==> config.mk <==
export PLATFORM = sky130hd
export DESIGN_NAME = sprite_animator
export DESIGN_NICKNAME = d
export VERILOG_FILES = /design/src/rtl/sprite_animator.sv
export SDC_FILE = /design/constraint.sdc
export NUM_CORES = 1
export LEC_CHECK = 0
export ABC_AREA = 1
export ABC_CLOCK_PERIOD_IN_PS = 2000
export BUFFER_PORTS_ARGS = -buffer_cell sky130_fd_sc_hd__clkbuf_2
export CAP_MARGIN = 20
export CORE_MARGIN = 4
export CORE_UTILIZATION = 25
export CTS_CLUSTER_DIAMETER = 80
export DETAILED_ROUTE_END_ITERATION = 8
export PLACE_DENSITY_LB_ADDON = 0.15
export RECOVER_POWER = 100
export SETUP_SLACK_MARGIN = 0.5
export SLEW_MARGIN = 20
export SYNTH_ARGS = -nofsm -noshare
export SYNTH_HDL_FRONTEND = slang
export SYNTH_SLANG_ARGS = --single-unit
==> constraint.sdc <==
create_clock -name Clk -period 2 [get_ports Clk]
set_clock_uncertainty 0.2 [all_clocks]
set_input_delay 0.3 -clock Clk [delete_from_list [all_inputs] [get_ports Clk]]
set_output_delay 0.3 -clock Clk [all_outputs]
set_load 0.01 [all_outputs]
==> src/rtl/sprite_animator.sv <==
// sprite_animator
// Turns the spritestate motion word into a sprite-ROM index and a mirror flag.
// All state advances only on rising edges of the vertical-sync level, so the
// sprite shown never changes in the middle of a frame.
//
// Parameters:
//   TICKS_PER_FRAME  vsync edges per walk-animation step (1..15)
//   WALK_FRAMES      number of walk-cycle sprites (1..13)
// Ports:
//   Clk         in   system clock, rising edge
//   Reset       in   asynchronous active-high reset
//   frame_sync  in   vertical-sync level, synchronous to Clk
//   motion[3:0] in   {airborne, face_left, walk_right, walk_left}
//   sel[3:0]    out  sprite index: 0 idle, 1..WALK_FRAMES walk, WALK_FRAMES+1 jump
//   mirror      out  draw sprite horizontally flipped
//   anim_step   out  one-cycle pulse when the walk frame index advances
module sprite_animator #(
  parameter int TICKS_PER_FRAME = 6,
  parameter int WALK_FRAMES     = 4
) (
  input  logic       Clk,
  input  logic       Reset,
  input  logic       frame_sync,
  input  logic [3:0] motion,
  output logic [3:0] sel,
  output logic       mirror,
  output logic       anim_step
);

  typedef enum logic [1:0] {
    ST_IDLE = 2'd0,
    ST_WALK = 2'd1,
    ST_JUMP = 2'd2
  } state_e;

  localparam logic [3:0] LAST_TICK = 4'(TICKS_PER_FRAME - 1);
  localparam logic [3:0] LAST_IDX  = 4'(WALK_FRAMES - 1);
  localparam logic [3:0] JUMP_SEL  = 4'(WALK_FRAMES + 1);

  state_e     state_q, state_d;
  logic       sync_q;
  logic       tick_s;
  logic [3:0] tick_cnt_q, tick_cnt_d;
  logic [3:0] walk_idx_q, walk_idx_d;
  logic [3:0] sel_q, sel_d;
  logic       mirror_q, mirror_d;
  logic       step_q, step_d;

  // sync_q resets high so a vsync already high at reset release gives no tick.
  assign tick_s = frame_sync & ~sync_q;

  // Vsync edge-detect register.
  always_ff @(posedge Clk or posedge Reset) begin
    if (Reset) begin
      sync_q <= 1'b1;
    end else begin
      sync_q <= frame_sync;
    end
  end

  // FSM state register.
  always_ff @(posedge Clk or posedge Reset) begin
    if (Reset) begin
      state_q <= ST_IDLE;
    end else begin
      state_q <= state_d;
    end
  end

  // Next-state logic: jump beats walking; both walk bits set counts as idle.
  always_comb begin
    state_d = state_q;
    if (tick_s) begin
      if (motion[3]) begin
        state_d = ST_JUMP;
      end else if (motion[1] ^ motion[0]) begin
        state_d = ST_WALK;
      end else begin
        state_d = ST_IDLE;
      end
    end else begin
      state_d = state_q;
    end
  end

  // Output / counter logic; everything holds between ticks except the step pulse.
  // While walking, mirror_q equals the previous tick's motion[0], so it doubles
  // as the remembered walk direction for reversal detection.
  always_comb begin
    tick_cnt_d = tick_cnt_q;
    walk_idx_d = walk_idx_q;
    sel_d      = sel_q;
    mirror_d   = mirror_q;
    step_d     = 1'b0;
    if (tick_s) begin
      case (state_d)
        ST_WALK: begin
          mirror_d = motion[0];
          if ((state_q == ST_WALK) && (motion[0] == mirror_q)) begin
            if (tick_cnt_q == LAST_TICK) begin
              tick_cnt_d = 4'd0;
              walk_idx_d = (walk_idx_q == LAST_IDX) ? 4'd0 : walk_idx_q + 4'd1;
              step_d     = 1'b1;
            end else begin
              tick_cnt_d = tick_cnt_q + 4'd1;
            end
          end else begin
            tick_cnt_d = 4'd0;
            walk_idx_d = 4'd0;
          end
          sel_d = 4'd1 + walk_idx_d;
        end
        ST_JUMP: begin
          mirror_d   = motion[2];
          tick_cnt_d = 4'd0;
          walk_idx_d = 4'd0;
          sel_d      = JUMP_SEL;
        end
        default: begin
          mirror_d   = motion[2];
          tick_cnt_d = 4'd0;
          walk_idx_d = 4'd0;
          sel_d      = 4'd0;
        end
      endcase
    end else begin
      step_d = 1'b0;
    end
  end

  // Counter and output registers.
  always_ff @(posedge Clk or posedge Reset) begin
    if (Reset) begin
      tick_cnt_q <= 4'd0;
      walk_idx_q <= 4'd0;
      sel_q      <= 4'd0;
      mirror_q   <= 1'b0;
      step_q     <= 1'b0;
    end else begin
      tick_cnt_q <= tick_cnt_d;
      walk_idx_q <= walk_idx_d;
      sel_q      <= sel_d;
      mirror_q   <= mirror_d;
      step_q     <= step_d;
    end
  end

  assign sel       = sel_q;
  assign mirror    = mirror_q;
  assign anim_step = step_q;

endmodule

=== Word level (Yosys, flattened, before mapping) ===
Cells that the tools add are included.

* Input bits: 7
* Flip-flop bits (word level): 17
* Output and inout port bits: 6

* Equal/unequal tests: 6
* Reduce and logical (&&, ||, !) cells: 1
* Bitwise gates (word level): 3
* $add $sub $neg: 3
* Multiplexer cells: 18

{| class="wikitable"
|+ Operators with widths
! cell !! count
|-
| 4-bit 2-to-1 mux || 9
|-
| 4-bit by 1-bit adder with 4-bit output, second input constant || 2
|-
| 4-bit one-hot mux with 2 select lines || 1
|-
| 1-bit 2-to-1 mux || 6
|-
| 1-bit by 4-bit adder with 4-bit output, first input constant || 1
|-
| 2-bit by 1-bit equality test with 1-bit output, second input constant || 2
|-
| 4-bit by 2-bit equality test with 1-bit output, second input constant || 1
|-
| 4-bit by 3-bit equality test with 1-bit output, second input constant || 1
|-
| 2-bit 2-to-1 mux || 2
|-
| 2-bit equality test, second input constant || 1
|-
| 1-bit bitwise AND || 1
|-
| 1-bit equality test || 1
|-
| 1-bit logical AND || 1
|-
| 1-bit NOT || 1
|-
| 1-bit bitwise XOR || 1
|}

=== Depth between registers and ports, before layout ===
* Depth after elaboration: 9
* Gate-level depth with buffers: 15
* Gate-level depth less buffers: 15

=== Worst setup path before layout ===
No wires, ideal clock.

* Path type: register to register
* Start point: register sync_q
* End point: register tick_cnt_q[0]
* Buffers on the path: 1
* Required time: 1723 ps
* Clock period less this slack: 2067 ps
* Setup slack: -67 ps
* Arrival: 1790 ps
* Stages on the path, launching flop included: 12
* Path through: dfstp_2 -> nor2_4 -> inv_2 -> buf_6 -> nor2_1 -> inv_1 -> o22ai_1 -> ha_1 -> inv_1 -> nor2_1 -> nand3_1 -> o21ai_1

* Cells in the longest elaborated chain, start to end: 5

{| class="wikitable"
|+ RTL lines
! element !! line !! RTL
|-
| start: declaration || 41 || <nowiki>logic sync_q;</nowiki>
|-
| start signal: assignment || 57 || <nowiki>sync_q <= frame_sync;</nowiki>
|-
| 1-bit NOT || 50 || <nowiki>assign tick_s = frame_sync & ~sync_q;</nowiki>
|-
| 1-bit bitwise AND || 50 ||
|-
| 2-bit 2-to-1 mux || 73 || <nowiki>if (tick_s) begin</nowiki>
|-
| net state_d[0] || 40 || <nowiki>state_e state_q, state_d;</nowiki>
|-
| 2-bit by 1-bit equality test with 1-bit output || 96 || <nowiki>case (state_d)</nowiki>
|-
| 4-bit 2-to-1 mux || 96 ||
|-
| end signal: assignment || 140 || <nowiki>tick_cnt_q <= tick_cnt_d;</nowiki>
|-
| end: declaration || 43 || <nowiki>logic [3:0] tick_cnt_q, tick_cnt_d;</nowiki>
|}

The timed path passes the listed nets, and every way through them passes these cells.
A chain may end at the register's enable or synchronous reset.

=== Worst setup path in the final report ===
* Start point: register sync_q
* End point: register step_q (netlist: anim_step)

* Cells in the longest elaborated chain, start to end: 6

{| class="wikitable"
|+ RTL lines
! element !! line !! RTL
|-
| 1-bit NOT || 50 ||
|-
| 1-bit bitwise AND || 50 ||
|-
| 2-bit 2-to-1 mux || 73 ||
|-
| net state_d[0] || 40 ||
|-
| 2-bit by 1-bit equality test with 1-bit output || 96 ||
|-
| 1-bit 2-to-1 mux || 96 ||
|-
| 1-bit 2-to-1 mux || 95 || <nowiki>if (tick_s) begin</nowiki>
|-
| net step_d || 47 || <nowiki>logic step_q, step_d;</nowiki>
|-
| end signal: assignment || 144 || <nowiki>step_q <= step_d;</nowiki>
|-
| end: declaration || 47 ||
|}

The timed path passes the listed nets, and every way through them passes these cells.

==> results_dict.tcl <==
set metrics [dict create \
    cts_hold_buffers 1 \
    reg2reg_to "anim_step" \
    ir_worst_vdd_v 0.0003055 \
    regArea_sq_um 426.7 \
    grt_pass1_wl_mm 4.291 \
    antenna_found_initial 0 \
    crit_required_ns 1.97 \
    reg2reg_setup_slack_ns 0.12 \
    hold_depth 1 \
    synth_fp_nets 135 \
    slew_headroom_pct 48.44 \
    synth-compound-area-share_pct 7.995 \
    hold_slack_ns -0.04580 \
    cts_made_buffers 3 \
    ioPinCount 13 \
    hp-class "primary input to register" \
    yosysTopAreaCellShare_pct 39.36 \
    place_hpwl_mm 1.703 \
    drc 0 \
    drv_cap 0 \
    fillers 394 \
    grt_use_total_pct 10.52 \
    die_y_microns 71.79 \
    io_buffers 12 \
    synthTopCellsByArea "dfrtp_1, nand2_1, ha_1, inv_1, nand3_1" \
    synth_top_cell_by_area "dfrtp_1" \
    synthToLayoutAreaGrowth_pct 47.36 \
    layout.cells.non_filler 206 \
    dp_cells 186 \
    endpoint_kind "register" \
    clkSinkCount 17 \
    die-width_microns 71.79 \
    synth-simple-area-share_pct 28.91 \
    synthMuxAreaShare_pct 0 \
    cts_root_buffer "clkbuf_8" \
    crit_start "sync_q" \
    r2r_cells 10 \
    leakage_nw 0.6716 \
    synth_seq_area_share_pct 41.94 \
    power.density_mw_per_mm2 529.3 \
    rsz0062_at_grt "true" \
    outcome "complete, but fails checks" \
    synthAdderAreaFrac_pct 7.380 \
    worst_ep_arrival_time_ns 1.84 \
    core.rowCount 22 \
    path_class "register to register" \
    routed_wl_mm 2.424 \
    dieArea_sq_mm 0.005153 \
    synth_xor_area_share_pct 3.444 \
    min_period_over_period_pct 93.75 \
    wl_per_cell_microns 11.77 \
    cts_tree "done" \
    worstMarginPinSlew_ns 0.7691 \
    drtIter0Drc 16 \
    coreArea_sq_mm 0.003799 \
    cts_buffer_depth 2 \
    first_pass_iters 4 \
    grt_start_max_net_pins 18 \
    synth_area_sq_mm 0.001017 \
    reg2reg_from "sync_q" \
    postRouteAntennaNets 0 \
    synth_top_family_by_area "simple AND/OR/NAND/NOR gates" \
    nets 172 \
    clkTransAtPathRegs_ns 0.06 \
    grt_pass1_vias 960 \
    synth_cell_type_count 23 \
    syn_area_per_cell_sq_um 8.338 \
    multi_input_area_sq_um 644.4 \
    period_needed_ns 1.875 \
    initial_utilization_pct 26.78 \
    insertion_delay_ns 0.25 \
    total_power_mw 0.7933 \
    final-hold-violation-count 1 \
    violations "hold timing" \
    yosys_warnings 0 \
    overflow 0 \
    setup_violations 0 \
    gp_congestion 0.7401 \
    slew_violations 0 \
    h-tree-depth 1 \
    vias 905 \
    synthCells 122 \
    postSynthRegisterBits 17 \
    start_kind "register" \
    finalSetupTns_ns 0 \
    drive_gt1_share_pct 43.67 \
    critPathCapture "anim_step" \
    cp_max_fo 4 \
    routed_via_density 4.393 \
    antenna_cells 0 \
    fmax_ghz 0.5333 \
]
==> power breakdown <==
group | total (mW) | switching [mW] | internal, mW
Clock | 0.257 | 0.116 | 0.141
Combinational | 0.163 | 0.0934 | 0.0695
Sequential | 0.373 | 0.0101 | 0.363
==> cells in the mapped netlist (all sizes together) <==
cell and n:
a21oi 2, a32o 1, buf 1, dfrtp 16, dfstp 1, ha 6, inv 23, nand2 31
nand3 13, nand4 1, nor2 11, nor3 1, o21ai 6, o22ai 5, xnor2 1, xor2 3
==> critical path: stages, from the launching register on <==
cell and delay, ns:
dfstp_1 0.38, nor2_4 0.17, inv_4 0.07, nor2_4 0.12, inv_2 0.06, o22ai_4 0.17, ha_4 0.21, inv_4 0.05
nor2_4 0.14, inv_2 0.08, nor3_1 0.14
==> how the worst min path moves through the flow <==
stage	slack [ns]	endpoint	startpoint
global route	-0.04	sync_q	frame_sync
detailed placement	0.21	tick_cnt_q[0]	Reset
global placement	0.21	sync_q	frame_sync
floorplan	0.03	anim_step	Reset
CTS	-0.06	sync_q	frame_sync
finish	-0.05	sync_q	frame_sync
==> sequential cells by signal, indices dropped and copies added (netlist names) <==
name,cells
sel,4
state_q,2
sync_q,1
tick_cnt_q,4
anim_step,1
mirror,1
walk_idx_q,4
==> cells in the final DEF, fill, tap and decap left out, types with 2 or more instances in the layout <==
| cell | count |
|---|---|
| o21ai_1 | 6 |
| o22ai_1 | 2 |
| clkbuf_8 | 3 |
| buf_6 | 3 |
| nand2_1 | 25 |
| nand3_2 | 2 |
| inv_1 | 10 |
| clkbuf_2 | 5 |
| o22ai_2 | 2 |
| buf_4 | 17 |
| nand2_2 | 5 |
| inv_2 | 9 |
| nor2_1 | 4 |
| inv_4 | 2 |
| nand3_1 | 8 |
| nor2_4 | 7 |
| ha_4 | 4 |
| ha_1 | 2 |
| xor2_1 | 2 |
| dfrtp_1 | 16 |
| nand3_4 | 3 |
| clkbuf_1 | 8 |
==> metal layers <==
layer / vias up / GRT usage (%) / wire length (microns)
met4: 0 / 5.010 / 55
met5: - / 0 / 0
met3: 7 / 1.964 / 73
met1: 421 / 12.55 / 1089
met2: 16 / 18.06 / 1206
li1: 461 / - / -
==> cells by family after synthesis <==
kind of cell,after synthesis
AO/OA/AOI/OAI,14
XOR/XNOR,4
adder cells (fa/ha/maj),6
buffers and inverters,24
flip-flops,17
AND/OR/NAND/NOR,57
==> area by class of cell <==
type	instances	area share, %
multi-input combinational	81	42.99
sequential	17	28.46
timing repair buffer	33	14.86
inverter	23	6.678
tap	48	4.007
clock buffer	4	3.005
==> metrics by stage <==
stage          setup slack [ns]  utilization, %  instance area [sq um]  hold WS, ns
2_1_floorplan            0.1333               -                   1076      0.02534
4_1_cts                  0.1629           37.78                   1435     -0.05750
5_1_grt                 0.04294           39.46                   1499     -0.04498
3_3_place_gp            0.04703           32.18                   1222       0.2115
6_report                 0.1250           39.46                   1499     -0.04580
3_5_place_dp            0.04592           32.18                   1222       0.2129
==> timing repair <==
action	4_1_cts	5_1_grt
resized for setup	17	15
setup endpoints to repair	14	30
hold endpoints to repair	17	1
setup buffers	12	3
pin swaps	23	6
(Power assumes the default switching activity.)
